**src/rtl/instr_fetch_unit.sv**
```systemverilog
// rtl/instr_fetch_unit.sv - PC, credit-limited imem requests and in-order instruction buffer
// Optional: FETCH_MISALIGN_CHECK_EN adds a sticky fetch_misaligned flag that halts fetch.
module instr_fetch_unit #(
  parameter logic [31:0] RESET_PC   = 32'h0000_0000,
  parameter int          FIFO_DEPTH = 2,
  parameter int          CNT_W      = 4
) (
  input  logic        clk,
  input  logic        rst_n,
  input  logic        fetch_en,
  input  logic        redirect,
  input  logic [31:0] redirect_pc,
  output logic        imem_req,
  output logic [31:0] imem_addr,
  input  logic        imem_gnt,
  input  logic        imem_rvalid,
  input  logic [31:0] imem_rdata,
  output logic        instr_valid,
  input  logic        instr_ready,
  output logic [31:0] instr_out,
  output logic [31:0] instr_pc
`ifdef FETCH_MISALIGN_CHECK_EN
  ,
  output logic        fetch_misaligned
`endif
);

  localparam int PTR_W = (FIFO_DEPTH > 1) ? $clog2(FIFO_DEPTH) : 1;

  typedef enum logic [1:0] {S_IDLE, S_FETCH, S_FLUSH} state_e;

  state_e             state_q, state_d;
  logic [31:0]        pc_q, pc_d;
  logic [31:0]        rsp_pc_q, rsp_pc_d;
  logic [CNT_W-1:0]   out_q, out_d;
  logic [CNT_W-1:0]   disc_q, disc_d;
  logic [CNT_W-1:0]   cnt_q, cnt_d;
  logic [PTR_W-1:0]   wr_ptr_q, wr_ptr_d;
  logic [PTR_W-1:0]   rd_ptr_q, rd_ptr_d;
  logic               hold_q, hold_d;
  logic [31:0]        mem_word_q [FIFO_DEPTH];
  logic [31:0]        mem_pc_q   [FIFO_DEPTH];

  logic               req_hs, deq, push, pop, drop, credit, halt, mis_hit;
  logic [CNT_W:0]     occ;

`ifdef FETCH_MISALIGN_CHECK_EN
  logic misalign_q, misalign_d;
  assign halt             = misalign_q;
  assign mis_hit          = redirect & (redirect_pc[1:0] != 2'b00);
  assign fetch_misaligned = misalign_q;
`else
  logic unused_pc_lsb;
  assign unused_pc_lsb = ^redirect_pc[1:0];
  assign halt          = 1'b0;
  assign mis_hit       = 1'b0;
`endif

  assign instr_valid = (cnt_q != '0);
  assign instr_out   = instr_valid ? mem_word_q[rd_ptr_q] : 32'h0;
  assign instr_pc    = instr_valid ? mem_pc_q[rd_ptr_q]   : 32'h0;
  assign imem_addr   = pc_q;

  // A same-cycle pop frees a slot for good, so it may count toward credit; hold_q keeps
  // the request up if that pop was the only reason it was issued.
  assign deq      = instr_valid & instr_ready;
  assign occ      = {1'b0, out_q} + {1'b0, cnt_q} - (CNT_W+1)'(deq);
  assign credit   = occ < (CNT_W+1)'(FIFO_DEPTH);
  assign imem_req = (state_q == S_FETCH) & fetch_en & ~halt & (credit | hold_q);
  assign req_hs   = imem_req & imem_gnt;

  assign drop = imem_rvalid & (disc_q != '0);
  assign push = imem_rvalid & (disc_q == '0) & ~redirect;
  assign pop  = deq & ~redirect;

  always_comb begin
    state_d  = state_q;
    pc_d     = pc_q;
    rsp_pc_d = rsp_pc_q;
    disc_d   = disc_q;
    wr_ptr_d = wr_ptr_q;
    rd_ptr_d = rd_ptr_q;
    hold_d   = imem_req & ~imem_gnt & ~redirect;
    out_d    = out_q + CNT_W'(req_hs) - CNT_W'(imem_rvalid);
    cnt_d    = cnt_q + CNT_W'(push) - CNT_W'(pop);
`ifdef FETCH_MISALIGN_CHECK_EN
    misalign_d = misalign_q;
`endif

    if (req_hs) pc_d = pc_q + 32'd4;
    if (drop)   disc_d = disc_q - CNT_W'(1);
    if (push) begin
      wr_ptr_d = wr_ptr_q + PTR_W'(1);
      rsp_pc_d = rsp_pc_q + 32'd4;
    end
    if (pop) rd_ptr_d = rd_ptr_q + PTR_W'(1);

    case (state_q)
      S_IDLE:  if (fetch_en && !halt) state_d = S_FETCH;
      S_FETCH: begin
        if (redirect)       state_d = (out_d != '0) ? S_FLUSH : S_FETCH;
        else if (!fetch_en) state_d = S_IDLE;
      end
      S_FLUSH: if (!redirect && disc_d == '0) state_d = S_FETCH;
      default: state_d = S_IDLE;
    endcase

    // Everything still in flight after this cycle is stale once the PC jumps.
    if (redirect) begin
      pc_d     = {redirect_pc[31:2], 2'b00};
      rsp_pc_d = {redirect_pc[31:2], 2'b00};
      disc_d   = out_d;
      wr_ptr_d = '0;
      rd_ptr_d = '0;
      cnt_d    = '0;
    end

    if (mis_hit) begin
      state_d = S_IDLE;
`ifdef FETCH_MISALIGN_CHECK_EN
      misalign_d = 1'b1;
`endif
    end
  end

  always_ff @(posedge clk or negedge rst_n) begin
    if (!rst_n) begin
      state_q  <= S_IDLE;
      pc_q     <= RESET_PC;
      rsp_pc_q <= RESET_PC;
      out_q    <= '0;
      disc_q   <= '0;
      cnt_q    <= '0;
      wr_ptr_q <= '0;
      rd_ptr_q <= '0;
      hold_q   <= 1'b0;
`ifdef FETCH_MISALIGN_CHECK_EN
      misalign_q <= 1'b0;
`endif
    end else begin
      state_q  <= state_d;
      pc_q     <= pc_d;
      rsp_pc_q <= rsp_pc_d;
      out_q    <= out_d;
      disc_q   <= disc_d;
      cnt_q    <= cnt_d;
      wr_ptr_q <= wr_ptr_d;
      rd_ptr_q <= rd_ptr_d;
      hold_q   <= hold_d;
`ifdef FETCH_MISALIGN_CHECK_EN
      misalign_q <= misalign_d;
`endif
    end
  end

  always_ff @(posedge clk) begin
    if (push) begin
      mem_word_q[wr_ptr_q] <= imem_rdata;
      mem_pc_q[wr_ptr_q]   <= rsp_pc_q;
    end
  end

endmodule

```
**config.mk**
```make
export PLATFORM = sky130hd
export DESIGN_NAME = instr_fetch_unit
export DESIGN_NICKNAME = d
export VERILOG_FILES = /design/src/rtl/instr_fetch_unit.sv
export SDC_FILE = /design/constraint.sdc
export NUM_CORES = 1
export LEC_CHECK = 0
export ABC_AREA = 1
export BUFFER_PORTS_ARGS = -buffer_cell sky130_fd_sc_hd__buf_2
export CAP_MARGIN = 20
export CORE_MARGIN = 1.5
export CORE_UTILIZATION = 50
export CTS_BUF_LIST = sky130_fd_sc_hd__clkbuf_4 sky130_fd_sc_hd__clkbuf_8
export DETAILED_ROUTE_END_ITERATION = 7
export MAX_ROUTING_LAYER = met4
export PLACE_DENSITY = 0.8
export SYNTH_ARGS = -nofsm -noshare
export SYNTH_HDL_FRONTEND = slang
export SYNTH_SLANG_ARGS = --single-unit
export TNS_END_PERCENT = 50
```
**constraint.sdc**
```tcl
create_clock -name clk -period 4.75 [get_ports clk]
set_clock_uncertainty 0.05 [all_clocks]
set_input_delay 0.2375 -clock clk [delete_from_list [all_inputs] [get_ports clk]]
set_output_delay 0.2375 -clock clk [all_outputs]
set_load 0.02 [all_outputs]
```
======== After elaboration in Yosys (flattened, before gate mapping) ========
Memories as Yosys holds them, arrays and structs flattened.
Cells that the tools add are included.
cells by class
  add/sub/neg operators ................... 11
  equality and inequality tests ........... 5
  bitwise logic cells ..................... 13
  order comparisons ....................... 1
  muxes and demuxes ....................... 21
  reduce and logical (&&, ||, !) cells .... 12
operators with widths
  kind                   count
  $mux 32                6
  $add 32x3->32 const B  2
  $mux 4                 3
  $reduce_bool 4->1      3
  $and 1x1->1            10
  $mux 2                 5
  $add 4x1->4            2
  $logic_not 4->1        2
  $sub 4x1->4            2
  $mux 1                 6
  $pmux 2 s3             1
  $reduce_bool 2->1      3
  $add 4x4->5            1
  $lt 5x2->1 const B     1
  $sub 5x1->5            1
  $ne 2x2->1 const B     2
  $sub 4x1->4 const B    1
  $ne 3x3->1 const B     1
  $reduce_and 3->1       1
  $add 1x1->1 const B    2
  $eq 2x1->1 const B     1
  $eq 2x2->1 const B     1
  $logic_not 2->1        1
  $not 1->1              2
  3 further kinds        3
storage, ports and cells
  memories ................................ 2
  word-level logic and storage cells ...... 74
  bits of input ports ..................... 71
  memory bits (writable) .................. 128
  bits in registers ....................... 81
memories
  name        depth  bits a word  rd ports  clocked after Yosys merged registers in  wr ports  line  RTL
  mem_pc_q    2      32           1         0                                        1         42    logic [31:0] mem_pc_q [FIFO_DEPTH];
  mem_word_q  2      32           1         0                                        1         41    logic [31:0] mem_word_q [FIFO_DEPTH];

======== Depth between registers and ports, before layout ========
Gate-level depths: netlist of run 1.
  word-level depth ........................ 13
  depth in mapped cells ................... 26

======== Least setup slack after synthesis of run 1 ========
OpenSTA, ideal clock, no wires.
  kind .................................... flip-flop to flip-flop
  from .................................... reg disc_q[0]
  to ...................................... mem mem_pc_q[0][10], enable pin
  required time ........................... 4217 ps
  data arrival time ....................... 3867 ps
  stages on the path, launching flop included .. 9
  buffers on the path ..................... 0
  path slack .............................. 350 ps
  cells stage by stage .................... dfrtp_1 -> inv_1 -> ha_1 -> nand2_1 -> nor2_1 -> inv_1 -> nor2_4 -> inv_2 -> nor2_1
on the way
  cells in the longest elaborated chain, start to end .. 5
ends and longest elaborated chain
  element                       line  RTL
  start: declaration            36    logic [CNT_W-1:0] disc_q, disc_d;
  start signal: assignment      145   disc_q <= disc_d;
  $logic_not 4->1               73    assign push = imem_rvalid & (disc_q == '0) & ~redirect;
  $and 1x1->1 (2 in a row)      73
  $mux 1                        157   if (push) begin
  $mux 1 (not written as such)  159   mem_pc_q[wr_ptr_q] <= rsp_pc_q;
  end: declaration              42
No other way between the ends.

======== Final worst setup path of run 1 ========
  from .................................... reg cnt_q[2]
  to ...................................... reg state_q[1]
on the way
  cells in the longest elaborated chain, start to end .. 13
  elaborated cells between the ends (all ways) .. 14
ends and longest elaborated chain
  element                                              line  RTL
  start: declaration                                   37    logic [CNT_W-1:0] cnt_q, cnt_d;
  start signal: assignment                             146   cnt_q <= cnt_d;
  branches (longest 2 deep; another with $add 4x4->5)  --
  $sub 5x1->5 *                                        67    assign occ = {1'b0, out_q} + {1'b0, cnt_q} - (CNT_W+1)'(deq);
  $lt 5x2->1 *                                         68    assign credit = occ < (CNT_W+1)'(FIFO_DEPTH);
  $or 1x1->1 *                                         69    assign imem_req = (state_q == S_FETCH) & fetch_en & ~halt & (credit | hold_q);
  $and 1x1->1 *                                        69
  $and 1x1->1 *                                        70    assign req_hs = imem_req & imem_gnt;
  $add 4x1->4 *                                        84    out_d = out_q + CNT_W'(req_hs) - CNT_W'(imem_rvalid);
  $sub 4x1->4 *                                        84
  net out_d[2]                                         35    logic [CNT_W-1:0] out_q, out_d;
  $reduce_bool 4->1 *                                  101   if (redirect) state_d = (out_d != '0) ? S_FLUSH : S_FETCH;
  $mux 2 * (2 in a row)                                101
  $pmux 2 s3 *                                         98    case (state_q)
  end signal: assignment                               141   state_q <= state_d;
  end: declaration                                     32    state_e state_q, state_d;
Mark *: on every way through the listed nets, which the timed path passes.
A chain may end at the register's enable or synchronous reset.

==> results of run 1 <==
[final cells by class]
class | count | area, um^2
Timing Repair Buffer | 224 | 1470
Clock inverter | 12 | 60.1
Fill cell | 1661 | 7670
Tap cell | 270 | 338
Inverter | 153 | 574
Sequential cell | 201 | 5650
Clock buffer | 45 | 557
Multi-Input combinational cell | 840 | 4050
[routing by layer]
| metal | part of all wire, % | global-route usage (%) | vias up |
|---|---|---|---|
| met1 | 42 | 32.6 | 4190 |
| met3 | 8.2 | 3.64 | 59 |
| met2 | 47 | 40.1 | 409 |
| met5 | 0 | - | - |
| li1 | - | - | 4386 |
| met4 | 2.3 | 7.50 | 0 |
[power by group]
group	total [uW]	internal, uW	leakage (uW)	switching (uW)
sequential	2290	2080	0.00207	216
clock	1440	764	0.000332	675
combinational	2490	827	0.00385	1670
[worst paths after layout]
path	end	slack (ns)	cells after the start
setup / recovery	state_q[1]	1.03	24
hold / removal	rsp_pc_q[28]	0.03	3
setup reg to reg	state_q[1]	1.03	24
hold reg to reg	mem_pc_q[1][31]	0.47	0
max in group asynchronous	rd_ptr_q	3.96	3
min in group asynchronous	rsp_pc_q[22]	0.06	2
[cells by family after synthesis]
group / count (synthesis) / synth area share, %
AO/OA/AOI/OAI: 84 / 4.75
adder cells (fa/ha/maj): 21 / 2.73
buffers and inverters: 198 / 7.44
flip-flops: 201 / 54.1
XOR/XNOR: 37 / 3.10
AND/OR/NAND/NOR: 694 / 27.9
other: 1 / 0.0359
[stage by stage]
stage / utilization (%) / cell area [um^2] / power [uW]
finish: 62.3 / 12700 / 6230
global route: 62.3 / 12700 / 6660
CTS: 62.1 / 12600 / 6210
detailed placement: 56.5 / 11500 / 4730
global placement: 56.4 / 11500 / 4650
floorplan: - / 10500 / 3980
[Yosys cell counts, drive strengths merged, types with 16 or more instances]
| library cell | instances |
|---|---|
| nor3 | 29 |
| xor2 | 22 |
| clkbuf | 25 |
| edfxtp | 124 |
| nand2 | 501 |
| dfrtp | 77 |
| o21ai | 39 |
| buf | 20 |
| a21oi | 16 |
| inv | 152 |
| nand3 | 76 |
| ha | 18 |
| nor2 | 67 |
[worst max-delay path, cell delays in order (launching register included)]
cell and delay [ns]:
dfrtp_1 0.31, inv_1 0.07, ha_1 0.20, nand2_1 0.08, nand3_1 0.11, nand2_1 0.10, nand2_1 0.06, fa_1 0.40
nand3b_1 0.20, nand3_1 0.10, nand3_1 0.06, nor2_1 0.09, nand3_1 0.08, nand2_1 0.08, nand3_1 0.09, ha_1 0.28
inv_1 0.05, ha_1 0.15, inv_1 0.05, fa_1 0.37, xnor2_1 0.20, inv_1 0.07, nand4_1 0.12, nand3_1 0.07
o21ai_0 0.19
[state kept, by name, summed over array words and instances, names as in the netlist]
| signal | cells |
|---|---|
| cnt_q | 4 |
| out_q | 4 |
| mem_word_q | 64 |
| state_q | 2 |
| mem_pc_q | 60 |
| imem_addr | 30 |
| rsp_pc_q | 30 |
| rd_ptr_q | 1 |
| hold_q | 1 |
| disc_q | 4 |
| wr_ptr_q | 1 |
==> summary.md, run 1 <==
| Metric | Value |
|---|---|
| Commonest non-fill, non-tap cell in the layout | nand2_1 |
| Max Cap Viol | 0 |
| Arr. time, crit path | 4.09 ns |
| Synth top area share | 35.6% |
| Cells resized by post-CTS repair | 0 |
| WS Path Type | reg -> reg |
| Die height | 148 um |
| DP Wirelength | 17000 um |
| Synthesis-to-finish area growth | 21.5% |
| Die area | 21800 um^2 |
| RSZ-0062 raised after global routing | no |
| Hold Slack | 0.0261 ns |
| Final std cells w/o fill | 1745 |
| Nature of the critical path endpoint | flop |
| RR Startpoint | cnt_q[2] |
| Final Slew Violations | 0 |
| Maximum vdd drop | 0.216 mV |
| Post-DR wirelength/cell | 15.0 um |
| Core area | 20400 um^2 |
| Fmax | 269 MHz |
| First-pass GRT wire length | 41800 um |
| Vias in the first global route | 8593 |
| Crit-path max FO | 3 |
| Worst Hold Launch | redirect_pc[28] |
| Final Hold Fails | 0 |
| Worst Hold Class | in -> reg |
| Syn_area_per_cell | 8.45 um^2 |
| Tcrit/Tclk final | 78.3% |
| Initial Utilization | 51.3% |
| Pre-CTS setup slack | 1.03 ns |
| Postcts setup bufs | 0 |
| Antenna fix cells | 0 |
| Cell taking the most area after synthesis | edfxtp_1 |
| Post-layout minimum cycle time | 3.72 ns |
| Commonest non-fill, non-tap cells in the layout | nand2_1, buf_2, inv_1 |
| Final WS setup | 1.03 ns |
| Crit path launch | cnt_q[2] |
| Sequential cell area fraction in the yosys report | 54.1% |
| CTS tree | yes |
| Detail Route Antenna Nets | 0 |
| H-Tree Depth | 2 |
| CP startpoint kind | flop |
| Synthesis-stage register bit count | 201 |
| GR Overflow Total | 0 |
| Site row count | 52 |
| Ports | 169 |
| Clock root cell | clkbuf_8 |
| Netlist area before placement | 10400 um^2 |
| DR vias/cell | 5.18 |
| Post-synth EDFFs | 124 |
| CP required | 5.12 ns |
| Largest net degree at the start of global routing | 78 |
| Power per standard cell area | 490 nW/um^2 |
| Cells after DPL | 1633 |
| Vias | 9044 |
| DR iter-0 viols | 581 |
| Drt first pass iters | 5 |
| Cts hold-fix bufs | 53 |
| Layout cells sized above 1 | 17.3% |
| Die X-Extent | 148 um |
| Nets | 1546 |
| Async S/R FF share, synth | 38.3% |
| Post-synth cell types | 44 |
| Synth Warn # | 0 |
| Lkg Pwr | 0.00625 uW |
| Post-synth top flop | edfxtp_1 |
| Later-pin clock latency in the skew report | 0.53 ns |
| TNS Setup | 0 ns |
| Max-slew headroom | 28.3% |
| Area contributors post-synth | edfxtp_1, dfrtp_1, nand2_1 |
| Initial antenna violation count | 0 |
| Synth Instances | 1236 |
| Clock Sinks | 201 |
| Worst-path clk slew | 0.06 ns |
| Worst-margin pin slew | 1.07 ns |
| DRC errors left | 0 |
| # setup viols final | 0 |
| Tot GR Track Use | 24.8% |
| Max clock buf depth | 3 |
| IO Port Bufs | 162 |
| Status | complete, no violations |
| GPL Wtd Cong | 0.936 |
| CTS Buf Count | 34 |
| Detailed Route WL | 26200 um |
(Power assumes the default switching activity.)
==> run 2: changes to the inputs <==
--- a/config.mk
+++ b/config.mk
@@ -5,7 +5,7 @@
 export SDC_FILE = /design/constraint.sdc
 export NUM_CORES = 1
 export LEC_CHECK = 0
-export ABC_AREA = 1
+export ABC_AREA = 0
 export BUFFER_PORTS_ARGS = -buffer_cell sky130_fd_sc_hd__buf_2
 export CAP_MARGIN = 20
 export CORE_MARGIN = 1.5
==> constraint.sdc (replaced) <==
create_clock -name clk -period 3.1 [get_ports clk]
set_clock_uncertainty 0.05 [all_clocks]
set_input_delay 0.155 -clock clk [delete_from_list [all_inputs] [get_ports clk]]
set_output_delay 0.155 -clock clk [all_outputs]
set_load 0.02 [all_outputs]
==> run 2 against run 1 <==
Effect of this change: the run now ends with setup timing left; via count decreased by 16%; clock-buffer cell count increased by 13; power increased by 73%; wire length decreased by 7.9%; critical path type unchanged; highest routed layer unchanged.
==> summary.md, run 2 <==
| Metric | Value |
|---|---|
| Status | finished, violations left |
| Failing checks | setup timing |
| Synth cell count leaders | edfxtp_1, nor2_1, dfrtp_1, mux2i_1, nand2_1 |
| Die X-Extent | 144 um |
| Worst stage delay on the critical path | 0.55 ns |
| Final Hold Fails | 0 |
| Crit-path max FO | 3 |
| CTS Buf Count | 35 |
| Synth Warn # | 0 |
| Final std cells w/o fill | 1404 |
| Post-layout minimum cycle time | 3.79 ns |
| CP required | 3.46 ns |
| Detail Route Antenna Nets | 0 |
| # setup viols final | 9 |
| Cells along the critical path | inv_2 -> ha_4 -> nand2b_4 -> a21o_1 -> nand2_2 -> fa_2 -> a21boi_4 -> nand2_4 -> a211o_1 -> nand2_2 -> inv_2 -> ha_4 -> inv_4 -> ha_4 -> inv_2 -> fa_2 -> inv_2 -> nor4_4 -> a31oi_1 -> o22ai_1 |
| Crit path max-delay family | adder cells |
| DRC errors left | 0 |
| IO Port Bufs | 162 |
| Maximum vdd drop | 0.808 mV |
| Largest net degree at the start of global routing | 108 |
| Fmax | 264 MHz |
| DR vias/cell | 5.44 |
| Arr. time, crit path | 4.16 ns |
| DR iter-0 viols | 488 |
| Post-DR wirelength/cell | 17.2 um |
| Cell taking the most area after synthesis | edfxtp_1 |
| Core area | 19500 um^2 |
| Clock root cell | clkbuf_8 |
| Vias | 7639 |
| Worst-margin pin slew | 0.674 ns |
| Layout cells sized above 1 | 30.1% |
| Post-synth EDFFs | 124 |
| Worst Hold Class | in -> reg |
| Fill cells | 1421 |
| Tot GR Track Use | 24.3% |
| Dpl cell area | 11400 um^2 |
| Commonest non-fill, non-tap cell in the layout | buf_2 |
| Lkg Pwr | 0.00530 uW |
| Post-synth cell types | 67 |
| Site row count | 51 |
| H-Tree Depth | 2 |
| Post-synth top flop | edfxtp_1 |
| Initial antenna violation count | 0 |
| Power per standard cell area | 829 nW/um^2 |
| Worst-path clk slew | 0.06 ns |
| Top-count cell post-synth | edfxtp_1 |
| GR Overflow Total | 0 |
| Syn_area_per_cell | 11.9 um^2 |
| Max FFs per register | 64 |
| Async S/R FF share, synth | 38.3% |
| Pre-CTS setup slack | -0.717 ns |
| Crit path top cell by count | inv_2 |
| Antenna fix cells | 0 |
| Synth Instances | 839 |
| Ports | 169 |
| WS Path Type | reg -> reg |
| First-pass GRT wire length | 37900 um |
| Largest registers | mem_word_q x64, mem_pc_q x60 |
| Detailed Route WL | 24200 um |
| Final Slew Violations | 0 |
| Tcrit/Tclk final | 122% |
| Slowest cell on the critical path | fa_2 |
| Synth top area share | 37.4% |
| Cells after DPL | 1268 |
| CP startpoint kind | flop |
| Sequential cell area fraction in the yosys report | 56.8% |
| Synthesis-stage register bit count | 201 |
| Nature of the critical path endpoint | flop |
| Max-slew headroom | 55.1% |
| Final Cell Area | 13000 um^2 |
| Area contributors post-synth | edfxtp_1, dfrtp_1, mux2i_1 |
| Commonest non-fill, non-tap cells in the layout | buf_2, edfxtp_1, nor2_1 |
| Bufs and invs on worst path | 5 |
| Nets | 1205 |
| Max Cap Viol | 0 |
| DP Wirelength | 15700 um |
| Drt first pass iters | 5 |
| Clock Sinks | 201 |
| GPL Wtd Cong | 0.881 |
| TNS Setup | -3.78 ns |
| Final WS setup | -0.694 ns |
| CTS tree | yes |
| Initial Utilization | 51.1% |
| Die height | 144 um |
| Vias in the first global route | 7461 |
| Netlist area before placement | 9950 um^2 |
| Max clock buf depth | 3 |
| Later-pin clock latency in the skew report | 0.52 ns |
| Top reg by flops | mem_word_q |
| Die area | 20700 um^2 |
| R2R setup slack | -0.69 ns |
| Synthesis-to-finish area growth | 30.3% |
| RSZ-0062 raised after global routing | yes |
## run 2: cell types whose count changed after synthesis, sizes merged, moves of 18 or more
| cell | change |
|---|---|
| nand2 | -462 |
| inv | -119 |
| mux2i | +64 |
| nand3 | -58 |
| nor2 | +31 |
| o21ai | -31 |
| nand2b | +24 |
| and3 | +21 |
| nor4 | +19 |
| a21boi | +18 |
## run 2: tightest hold or removal path, stage by stage
cell      delay [ns]
buf_2           0.08
nand2b_1        0.13
a21boi_1        0.16
## run 2: per-stage QoR
step                total power, uW  hold WS, ns  utilization [%]
global placement               7750       0.0951             58.7
global route                  11400       0.0320             66.6
floorplan                      6390       -0.191                -
CTS                           10600      0.00216             66.3
finish                        10700       0.0282             66.6
detailed placement             7860        0.102             58.7
## run 2: final timing paths
kind / startpoint / end / depth (start not counted)
worst max-delay path: cnt_q[3] / state_q[0] / 20
worst min-delay path: redirect_pc[29] / rsp_pc_q[29] / 3
worst max register to register: cnt_q[3] / state_q[0] / 20
worst min register to register: rsp_pc_q[31] / mem_pc_q[0][31] / 0
max in group asynchronous: rst_n / state_q[0] / 3
min in group asynchronous: rst_n / imem_addr[14] / 2
## run 2: layer usage
layer	global-route usage, %	share of wire [%]
met5	-	0
met3	6.26	7.7
met4	8.00	2.3
met1	29.9	41
met2	39.2	48
## run 2: logic make-up after synthesis
kind of cell / share of synthesized area [%]
buffers and inverters: 3.43
adders and majority gates: 2.87
muxes: 7.01
AOI/OAI and AO/OA: 10.2
DFF: 56.8
and+or+nand+nor: 16.1
xor gates and xnor gates: 3.51
other: 0.0377
## run 2: power by group
group,switching [uW],internal [uW]
Combinational,2720,2090
Clock,1030,1470
Sequential,317,3110
## run 2: timing repair
| action | 4_1_cts | 5_1_grt |
|---|---|---|
| hold endpoints to repair | 145 | 1 |
| pin swaps | 17 | 18 |
| hold buffers | 58 | 1 |
| setup endpoints to repair | 10 | 15 |
| setup buffers | 13 | 9 |
| gates resized for setup | 13 | 11 |
## run 2: layout make-up
type	count	area, um^2	share of cell area, %
repair buffers	282	1950	15.0
inverters	33	126	0.975
clock buffers	58	679	5.24
flip-flops and latches	201	5650	43.6
multi-input cells	560	4160	32.1
well taps	265	332	2.56
clock inverters	5	60.1	0.463
==> run 3: changes to the inputs <==
--- a/config.mk
+++ b/config.mk
@@ -9,11 +9,12 @@
 export BUFFER_PORTS_ARGS = -buffer_cell sky130_fd_sc_hd__buf_2
 export CAP_MARGIN = 20
 export CORE_MARGIN = 1.5
-export CORE_UTILIZATION = 50
+export CORE_UTILIZATION = 40
 export CTS_BUF_LIST = sky130_fd_sc_hd__clkbuf_4 sky130_fd_sc_hd__clkbuf_8
 export DETAILED_ROUTE_END_ITERATION = 7
+export GPL_TIMING_DRIVEN = 0
 export MAX_ROUTING_LAYER = met4
-export PLACE_DENSITY = 0.8
+export PLACE_DENSITY = 0.67
 export SYNTH_ARGS = -nofsm -noshare
 export SYNTH_HDL_FRONTEND = slang
 export SYNTH_SLANG_ARGS = --single-unit
==> run 3 against run 2 <==
Effect of this change: the flow still finishes with violations (setup timing); cell count is 5.0% higher; largest power group unchanged; utilization is 13 points lower; wire length is 9.3% higher; via count is 1.2% higher; power is 0.41% higher; non-clock buffer count is 6 higher; sequential cell count stayed put; maximum frequency is 0.22% lower; highest routed layer unchanged; combinational power hardly changed.
==> summary.md, run 3 (same netlist as run 2, synthesis figures left out) <==
| Metric | Value |
|---|---|
| Status | finished, violations left |
| Failing checks | setup timing |
| H-Tree Depth | 2 |
| Initial Utilization | 40.8% |
| Largest net degree at the start of global routing | 63 |
| Antenna fix cells | 0 |
| Worst Hold Class | in -> async |
| Detail Route Antenna Nets | 0 |
| Worst-margin pin slew | 0.896 ns |
| Worst-path clk slew | 0.07 ns |
| CTS tree | yes |
| Clock root cell | clkbuf_8 |
| Die height | 161 um |
| Detailed Route WL | 26400 um |
| Final WS setup | -0.703 ns |
| Drt first pass iters | 5 |
| Reg2reg path depth | 21 |
| Top reg by flops | mem_word_q |
| Bufs and invs on worst path | 4 |
| Power per standard cell area | 830 nW/um^2 |
| Core area | 24400 um^2 |
| First-pass GRT wire length | 40900 um |
| CP required | 3.51 ns |
| Final Hold Fails | 0 |
| GPL Wtd Cong | 0.914 |
| Crit-path max FO | 3 |
| Arr. time, crit path | 4.21 ns |
| Final Slew Violations | 0 |
| Max-slew headroom | 40.3% |
| GR Overflow Total | 0 |
| Die X-Extent | 161 um |
| Largest registers | mem_word_q x64, mem_pc_q x60 |
| WS Path Type | reg -> reg |
| Slowest cell on the critical path | fa_1 |
| DRC errors left | 0 |
| Ports | 169 |
| Maximum vdd drop | 0.624 mV |
| Max clock buf depth | 3 |
| Layout cells sized above 1 | 27.9% |
| DP Wirelength | 17900 um |
| Max FFs per register | 64 |
| Vias in the first global route | 7634 |
| Lkg Pwr | 0.00523 uW |
| Vias | 7732 |
| Max Cap Viol | 0 |
| Met2 wire length | 12400 um |
| Post-Route M1 WL | 11300 um |
| Dpl cell area | 11400 um^2 |
| Cells after DPL | 1331 |
| Commonest non-fill, non-tap cells in the layout | buf_2, edfxtp_1, nor2_1 |
| Synthesis-to-finish area growth | 30.6% |
| Later-pin clock latency in the skew report | 0.54 ns |
| Worst stage delay on the critical path | 0.41 ns |
| Site row count | 57 |
| Commonest non-fill, non-tap cell in the layout | buf_2 |
| DR top layer | met4 |
| DR vias/cell | 5.25 |
| Initial antenna violation count | 0 |
| # setup viols final | 9 |
| Crit path max-delay family | adder cells |
| Post-DR wirelength/cell | 17.9 um |
| Die area | 25800 um^2 |
| Final Cell Area | 13000 um^2 |
| Nets | 1213 |
| Post-layout minimum cycle time | 3.80 ns |
| Tot GR Track Use | 21.0% |
| CP startpoint kind | flop |
| DR iter-0 viols | 497 |
| Tcrit/Tclk final | 123% |
| IO Port Bufs | 161 |
| Metal3 WL | 2020 um |
| Clock Sinks | 201 |
| Fmax | 263 MHz |
| WP depth | 21 |
| RSZ-0062 raised after global routing | yes |
| Nature of the critical path endpoint | flop |
| Final std cells w/o fill | 1474 |
| Cells along the critical path | inv_2 -> ha_4 -> nand2b_4 -> a21o_4 -> nand2_2 -> fa_2 -> nand2b_4 -> a21oi_4 -> xor2_4 -> a211o_4 -> nand2_4 -> inv_6 -> ha_4 -> inv_2 -> ha_4 -> inv_2 -> fa_1 -> xnor2_2 -> nor4_4 -> a31oi_1 -> o22ai_1 |
| CTS Buf Count | 37 |
## run 3: path summary, 6_finish.rpt
check	end	slack [ns]	startpoint
min	imem_addr[23]	0.02	rst_n
max	state_q[0]	-0.70	cnt_q[2]
max reg2reg	state_q[0]	-0.70	cnt_q[2]
min reg2reg	mem_pc_q[1][31]	0.46	rsp_pc_q[31]
min in group clk	imem_addr[24]	0.02	redirect_pc[24]
max in group asynchronous	out_q[3]	2.39	rst_n
## run 3: cell type report
cell class                 instances  area, um^2
clock buffer                      55         688
multi-input combinational        560        4220
fill                            2147       11400
inverter                          33         129
buffer                            48         223
timing repair buffer             240        1590
clock inverter                    13        93.8
tap                              324         405
sequential                       201        5650
## run 3: where the power goes
part           leakage, uW  internal, uW  switching [uW]  total [uW]
clock             0.000419          1520            1110        2630
combinational      0.00278          1970            2830        4810
sequential         0.00204          3110             247        3350
## run 3: through the flow
step                utilization (%)  worst slack (ns)  total power, uW  hold WS [ns]  TNS (ns)
floorplan                         -            -0.731             6390        -0.191     -3.10
global placement               46.2             -1.25             7460         0.293   -114.08
detailed placement             46.6             -1.29             7570        0.0307     -8.87
CTS                            53.1            -0.721            10700       0.00269     -3.07
global route                   53.3            -0.896            11400        0.0138     -4.80
finish                         53.3            -0.703            10800        0.0176     -3.32
## run 3: per-layer routing
layer | up-vias | global-route usage, %
met5 | - | -
met4 | 0 | 7.14
met3 | 58 | 4.67
met2 | 280 | 33.3
met1 | 3717 | 26.5
li1 | 3677 | -
## run 3: timing repair
action	in CTS	in global routing
gates resized for setup	27	8
pin swaps	15	3
buffers inserted	15	3
hold buffers	57	0
endpoints found under the hold margin	175	0
endpoints found under the setup margin	11	16
